File: src/rtl/am2922_scan.sv
// Scan sequencer for one Am2922 8-input mux: walks the enabled channels in
// ascending order, samples Y for each and publishes an 8-bit snapshot.
module am2922_scan #(
    parameter int SETTLE = 0
) (
    input  logic       clk,
    input  logic       clr_,
    input  logic       start,
    input  logic       abort,
    input  logic       cont,
    input  logic [7:0] chmask,
    input  logic [7:0] polmask,
    output logic       mux_a,
    output logic       mux_b,
    output logic       mux_c,
    output logic       mux_pol,
    output logic       mux_me_,
    output logic       mux_re_,
    output logic       mux_oe_,
    output logic       mux_clr_,
    input  logic       mux_y,
    output logic       busy,
    output logic       done,
    output logic [7:0] snap
);

    typedef enum logic [2:0] {
        IDLE   = 3'd0,
        LOAD   = 3'd1,
        WAIT   = 3'd2,
        SAMPLE = 3'd3,
        DONE   = 3'd4
    } state_t;

    state_t     state_q, state_d;
    logic [2:0] ch_q, ch_d;
    logic [7:0] cm_q, cm_d;
    logic [7:0] pm_q, pm_d;
    logic [7:0] shadow_q, shadow_d;
    logic [7:0] snap_q, snap_d;
    logic [3:0] wcnt_q, wcnt_d;
    logic [2:0] sel_q, sel_d;
    logic       pol_q, pol_d;
    logic       me_q, me_d;
    logic       re_q, re_d;
    logic       oe_q, oe_d;
    logic       mclr_q, mclr_d;
    logic       busy_q, busy_d;
    logic       done_q, done_d;
    logic [7:0] above;

    function automatic logic [2:0] lowest(input logic [7:0] m);
        logic [2:0] r;
        r = 3'd0;
        for (int i = 7; i >= 0; i--) begin
            if (m[i]) r = 3'(i);
        end
        return r;
    endfunction

    // Enabled channels strictly above the current one.
    assign above = cm_q & (8'hFE << ch_q);

    always_comb begin
        state_d  = state_q;
        ch_d     = ch_q;
        cm_d     = cm_q;
        pm_d     = pm_q;
        shadow_d = shadow_q;
        snap_d   = snap_q;
        wcnt_d   = wcnt_q;
        sel_d    = sel_q;
        pol_d    = pol_q;
        me_d     = me_q;
        re_d     = re_q;
        oe_d     = oe_q;
        mclr_d   = 1'b1;

        case (state_q)
            IDLE: begin
                if (start && !abort) begin
                    cm_d     = chmask;
                    pm_d     = polmask;
                    shadow_d = 8'h00;
                    if (chmask == 8'h00) begin
                        state_d = DONE;
                    end else begin
                        state_d = LOAD;
                        ch_d    = lowest(chmask);
                    end
                end
            end
            LOAD: begin
                wcnt_d  = 4'd0;
                state_d = (SETTLE > 0) ? WAIT : SAMPLE;
            end
            WAIT: begin
                wcnt_d = wcnt_q + 4'd1;
                if (wcnt_q == 4'(SETTLE - 1)) state_d = SAMPLE;
            end
            SAMPLE: begin
                shadow_d[ch_q] = mux_y;
                if (above != 8'h00) begin
                    state_d = LOAD;
                    ch_d    = lowest(above);
                end else begin
                    state_d = DONE;
                end
            end
            DONE: begin
                if (cont) begin
                    shadow_d = 8'h00;
                    if (cm_q == 8'h00) begin
                        state_d = DONE;
                    end else begin
                        state_d = LOAD;
                        ch_d    = lowest(cm_q);
                    end
                end else begin
                    state_d = IDLE;
                end
            end
            default: state_d = IDLE;
        endcase

        if (abort && state_q != IDLE) state_d = IDLE;

        // Pins are decoded from the next state so every output is a flop.
        case (state_d)
            IDLE: begin
                sel_d = 3'd0;
                pol_d = 1'b0;
                me_d  = 1'b1;
                re_d  = 1'b1;
                oe_d  = 1'b1;
            end
            LOAD: begin
                sel_d = ch_d;
                pol_d = pm_d[ch_d];
                me_d  = 1'b0;
                re_d  = 1'b0;
                oe_d  = 1'b0;
            end
            default: re_d = 1'b1;
        endcase

        busy_d = (state_d != IDLE);
        done_d = (state_d == DONE);
        if (state_d == DONE) snap_d = shadow_d;
    end

    always_ff @(posedge clk or negedge clr_) begin
        if (!clr_) begin
            state_q  <= IDLE;
            ch_q     <= 3'd0;
            cm_q     <= 8'h00;
            pm_q     <= 8'h00;
            shadow_q <= 8'h00;
            snap_q   <= 8'h00;
            wcnt_q   <= 4'd0;
            sel_q    <= 3'd0;
            pol_q    <= 1'b0;
            me_q     <= 1'b1;
            re_q     <= 1'b1;
            oe_q     <= 1'b1;
            mclr_q   <= 1'b0;
            busy_q   <= 1'b0;
            done_q   <= 1'b0;
        end else begin
            state_q  <= state_d;
            ch_q     <= ch_d;
            cm_q     <= cm_d;
            pm_q     <= pm_d;
            shadow_q <= shadow_d;
            snap_q   <= snap_d;
            wcnt_q   <= wcnt_d;
            sel_q    <= sel_d;
            pol_q    <= pol_d;
            me_q     <= me_d;
            re_q     <= re_d;
            oe_q     <= oe_d;
            mclr_q   <= mclr_d;
            busy_q   <= busy_d;
            done_q   <= done_d;
        end
    end

    assign mux_a    = sel_q[0];
    assign mux_b    = sel_q[1];
    assign mux_c    = sel_q[2];
    assign mux_pol  = pol_q;
    assign mux_me_  = me_q;
    assign mux_re_  = re_q;
    assign mux_oe_  = oe_q;
    assign mux_clr_ = mclr_q;
    assign busy     = busy_q;
    assign done     = done_q;
    assign snap     = snap_q;

endmodule

File: config.mk
export PLATFORM = sky130hd
export DESIGN_NAME = am2922_scan
export DESIGN_NICKNAME = d
export VERILOG_FILES = /design/src/rtl/am2922_scan.sv
export SDC_FILE = /design/constraint.sdc
export NUM_CORES = 1
export LEC_CHECK = 0
export ABC_AREA = 1
export BUFFER_PORTS_ARGS = -buffer_cell sky130_fd_sc_hd__buf_2
export CAP_MARGIN = 20
export CORE_ASPECT_RATIO = 1.2
export CORE_MARGIN = 5
export CORE_UTILIZATION = 45
export CTS_CLUSTER_SIZE = 40
export DETAILED_ROUTE_END_ITERATION = 8
export HOLD_SLACK_MARGIN = 0.08
export PLACE_DENSITY = 0.69
export SETUP_SLACK_MARGIN = 0.15
export SYNTH_ARGS = -nofsm -noshare
export SYNTH_HDL_FRONTEND = slang
export SYNTH_SLANG_ARGS = --single-unit
File: constraint.sdc
create_clock -name clk -period 2.15 [get_ports clk]
set_clock_uncertainty 0.1 [all_clocks]
set_input_delay 0.43 -clock clk [delete_from_list [all_inputs] [get_ports clk]]
set_output_delay 0.43 -clock clk [all_outputs]
set_load 0.02 [all_outputs]
After elaboration in Yosys (flattened, before gate mapping). Cells that the tools add are included.

Register bits: 51. Output and inout port bits: 18.

$add $sub $neg: 1. Magnitude comparators: 3. Equal/unequal tests: 7. Shifts and indexed selects: 1. Multiplexer cells: 53. Bitwise logic cells: 1. Reductions and logical operators: 14.

Operator list (number): 3-bit two-way mux (36); 8-bit two-way mux (4); 8-bit one-hot mux with 3 select lines (1); 8-bit zero test (2); 3-bit one-hot mux with 5 select lines (1); 3-bit one-hot mux with 3 select lines (1); 8-bit bitwise AND (1); 8-bit bitwise mux (1); 3-bit by 4-bit < comparator with 1-bit output, second input constant (2); 4-bit one-hot mux with 2 select lines (1); 8-bit nonzero test (1); 8-bit by 3-bit left shift with 8-bit output, first input constant (1); 3-bit by 1-bit equality test with 1-bit output, second input constant (2); 3-bit by 2-bit equality test with 1-bit output, second input constant (2); 3-bit equality test, second input constant (2); 3-bit zero test (2); 3-bit one-hot mux with 2 select lines (1); 3-bit nonzero test (2); 4-bit by 1-bit adder with 4-bit output, second input constant (1); 4-bit equality test, second input constant (1); 1-bit one-hot mux with 2 select lines (2); 2-bit nonzero test (2); 1-bit binary-select mux with 3-bit select (1); 1-bit demux with 3-bit select (1); other kinds (5) (9).

Logic depth before layout (Yosys ltp).
Word-level depth: 15. Depth in mapped cells: 16. Depth with buffers taken out: 16.

Worst setup path before layout. No wires, ideal clock.

Path type: reg-to-reg. From: register ch_q[0]. To: register snap_q[0], in the netlist snap[0]. Library setup time: 125 ps. Arrival: 1611 ps. Slack: 314 ps. Stages on the path, launching flop included: 9. Path buffers: 1. Period minus slack after synthesis: 1836 ps. Path through: dfrtp_1 -> buf_6 -> nand3_1 -> nand2_1 -> nand2_1 -> nor2_4 -> nand3_4 -> a21oi_4 -> mux2_2.

Longest elaborated chain between the ends: 7. Elaborated cells between the ends (all ways): 14. Classes of those cells: order compare: 2; eq/ne: 1; shift: 1; mux: 7; bitwise: 1; reduce/logical: 2.

RTL lines: start: declaration (line 36) `logic [2:0] ch_q, ch_d;`; start signal: assignment (line 171) `ch_q <= ch_d;`; 8-bit by 3-bit left shift with 8-bit output (line 62) `assign above = cm_q & (8'hFE << ch_q);`; 8-bit bitwise AND (line 62); 8-bit nonzero test (line 103) `if (above != 8'h00) begin`; 3-bit two-way mux (line 103); 3-bit one-hot mux with 5 select lines (line 79) `case (state_q)`; 3-bit two-way mux (line 126) `if (abort && state_q != IDLE) state_d = IDLE;`; named net state_d[2] (line 35) `state_t state_q, state_d;`; 3-bit equality test (line 149) `if (state_d == DONE) snap_d = shadow_d;`; end signal: assignment (line 175) `snap_q <= snap_d;`; end: declaration (line 40) `logic [7:0] snap_q, snap_d;`.

The timed path passes the listed nets, and every way through them passes these cells. A chain may end at the register's enable or synchronous reset.

Worst setup path after layout.
From: register ch_q[2]. To: register pol_q, in the netlist mux_pol.

Elaborated cells between the ends (all ways): 26. Classes of those cells: eq/ne: 1; shift: 1; mux: 20; bitwise: 1; reduce/logical: 3.

RTL lines: 8-bit by 3-bit left shift with 8-bit output * (line 62); 8-bit bitwise AND * (line 62); 8-bit nonzero test * (line 103); 3-bit two-way mux * (line 103); 3-bit one-hot mux with 5 select lines * (line 79); 3-bit two-way mux * (line 126); named net state_d[0] (line 35); 3-bit by 1-bit equality test with 1-bit output or 3-bit zero test (tied branches) (line 129) `case (state_d)`; 1-bit one-hot mux with 2 select lines or 2-bit nonzero test (tied branches); end signal: assignment (line 178) `pol_q <= pol_d;`; end: declaration (line 43) `logic pol_q, pol_d;`.

The timed path passes the listed nets; every way through them passes the cells marked *. The select of a mux whose other input is x is not followed.

==> results.cfg <==
[finish]
nets = 424
final_common_cell = nand2_1
regArea_um2 = 1280
area_growth_syn_to_layout_pct = 21.0
fillers = 579
insertedDiodeCount = 0
final_area_um2 = 3280
final_cell_mix = nand2_1 (98), dfrtp_1 (47), inv_1 (46)
multi_input_area_um2 = 1230
drive_gt1_share_pct = 27.4

[sta]
hold_viol = 0
fin_crit_ns = 2.02
fmax_mhz = 496
fin_tns_setup_ns = 0
rsz0062_at_grt = true
slew_viol_final = 0
period_share_pct = 93.8
setup-violations-final = 0
tightest_slew_ns = 0.618
slew_headroom_pct = 58.8

[floorplan]
fp-row-count = 31
core_region_area_um2 = 5930
fp.dieH_um = 95.0
pin_count = 40
start_util_pct = 45.7
dieArea_um2 = 7680
die_x_um = 80.8

[synth]
synth_area_um2 = 2710
syn_inst = 339
syn_nets = 362
synth_sequential_area_ratio_pct = 47.2
ys_ff_latch = 51
synth_area_per_cell_um2 = 7.99
yosysWarningCount = 0
ys_types = 37

[clock_network]
h-tree-depth = 2
cts-root-buf = clkbuf_8
clockBufferDepth = 2
cts_buffers = 5
clk_transition_reported_paths_ns = 0.09
clkSinkCount = 51
tritoncts = done
clkLatencyLatePin_ns = 0.31

[drt]
ant_nets = 0
wire_per_inst_um = 12.7
viasPerCell = 4.97
route.vias.total = 2407
post-route-drc-count = 0
drt_wl_total_um = 6160
dr.pass1.iters = 4
drt_iter0_drc = 122

[global_route]
grt-ovfl-total = 0
grt_pass1_wl_um = 10300
grt_usage_pct = 17.2
grt_util_met3_pct = 3.50
grt_pass1_vias = 2362
met1_usage_pct = 20.8
top_usage_layer = met2
antenna_found_initial = 0
grt_max_degree = 52
use_met2_pct = 29.6

[placement]
post-dp-hpwl_um = 4710
placed_cell_area_um2 = 3070
io_buffer_count = 39
place_congestion = 0.916

[critical_path]
start_kind = flip-flop
crit_type = reg2reg
endpoint_kind = flip-flop
required_ns = 2.30
crit_arrival_ns = 2.17
critical_path.max_fanout = 5

[min_path]
hold_class = in2async

[run]
drv_cap = 0

[power_and_ir_drop]
p_per_area_nw_per_um2 = 1380
peakVddDrop_uv = 707
leakagePower_nw = 1.68

[run_status]
status = complete, no violations
-- worst max-delay path: stages (launching register included) --
cell and delay, ns:
dfrtp_2 0.47, buf_6 0.15, nor3_4 0.26, a21oi_4 0.11, a21oi_2 0.20, nor2_1 0.08
a21oi_2 0.19, nand2_2 0.12, nor2_1 0.12, nand3_1 0.08, nand3_1 0.08
-- repair_timing --
item                                    4_1_cts  5_1_grt
pin swaps                                     1       11
endpoints found under the setup margin        1       13
buffers inserted                              2        8
gates cloned                                  0        0
hold buffers                                  0        0
gates resized for setup                       2       14
-- per-stage QoR --
stage	util, %	hold WS (ns)	total power, mW	instances	setup WS [ns]
6_report	55.3	0.114	4.54	484	0.134
3_5_place_dp	51.8	0.360	3.79	466	-0.0354
2_1_floorplan	-	0.0344	3.20	339	0.314
4_1_cts	53.6	0.148	4.39	476	0.153
5_1_grt	55.3	0.183	4.95	484	-0.0246
3_3_place_gp	51.8	0.354	3.73	466	-0.0195
-- report_power, final --
group          switching, mW  internal, mW
Sequential             0.231          1.33
Combinational           1.51         0.933
Clock                  0.312         0.230
-- flip-flops by register name, indices dropped and copies added, names as in the netlist --
name      flops
mux_clr_      1
mux_pol       1
pm_q          8
mux_re_       1
sel_q         3
cm_q          8
shadow_q      8
state_q       3
ch_q          3
mux_oe_       1
busy          1
wcnt_q        4
snap          8
done          1
-- routing by layer --
layer / share of wire, % / up-vias
met3: 4.3 / 18
met1: 42 / 1115
li1: - / 1219
met2: 51 / 55
met5: 0 / -
met4: 3.0 / 0
-- worst paths after layout --
| kind | start | endpoint | slack (ns) | cells after the start |
|---|---|---|---|---|
| worst max-delay path | ch_q[2] | mux_pol | 0.13 | 10 |
| worst max register to register | ch_q[2] | mux_pol | 0.13 | 10 |
| max in group asynchronous | clr_ | ch_q[1] | 1.39 | 2 |
| min in group clk | chmask[0] | cm_q[0] | 0.25 | 3 |
| worst min-delay path | clr_ | wcnt_q[0] | 0.11 | 2 |
| worst min register to register | wcnt_q[3] | wcnt_q[3] | 0.38 | 1 |
-- Yosys cell counts --
library cell,n,area (um^2)
buf_2,1,5.00
a21oi_2,2,17.5
nand3_1,31,155
a32o_1,1,10.0
nand4_1,2,12.5
o221ai_2,1,15.0
nor3_1,2,10.0
o21bai_1,1,7.51
nand3_4,1,17.5
or2_1,1,6.26
nor3_4,1,16.3
a31oi_1,1,6.26
nand2_1,101,379
dfstp_2,2,52.6
a21oi_1,14,70.1
nor2_4,3,33.8
o22ai_1,6,37.5
buf_6,2,22.5
dfrtp_1,49,1230
o21ai_0,22,110
mux2_2,8,90.1
a21oi_4,2,32.5
nand4_2,1,12.5
o21ai_1,2,10.0
buf_1,1,3.75
nand2_2,2,12.5
buf_4,2,15.0
inv_1,47,176
nor2_2,3,18.8
o31ai_1,1,7.51
a22o_1,1,8.76
a31oi_2,1,12.5
ha_1,1,12.5
nor2_1,18,67.6
conb_1,1,3.75
clkbuf_1,2,7.51
inv_2,2,7.51
-- logic make-up (layout without fill, tap and decap cells) --
group / count (synthesis) / count (layout) / share of synthesized area (%)
buf+inv: 57 / 120 / 8.77
fa+ha+maj: 1 / 1 / 0.462
compound gates: 55 / 55 / 12.7
flops: 51 / 51 / 47.2
simple gates: 166 / 166 / 27.4
mux: 8 / 8 / 3.32
other cells: 1 / 1 / 0.138
-- cell type report --
| type | instances | area share (%) |
|---|---|---|
| Clock buffer | 6 | 2.21 |
| Clock inverter | 2 | 0.420 |
| Inverter | 49 | 5.61 |
| Multi-Input combinational cell | 231 | 37.6 |
| Sequential cell | 51 | 39.1 |
| Tap cell | 82 | 3.13 |
| Timing Repair Buffer | 63 | 11.9 |
Note: power is estimated with default switching activity, not from simulation.
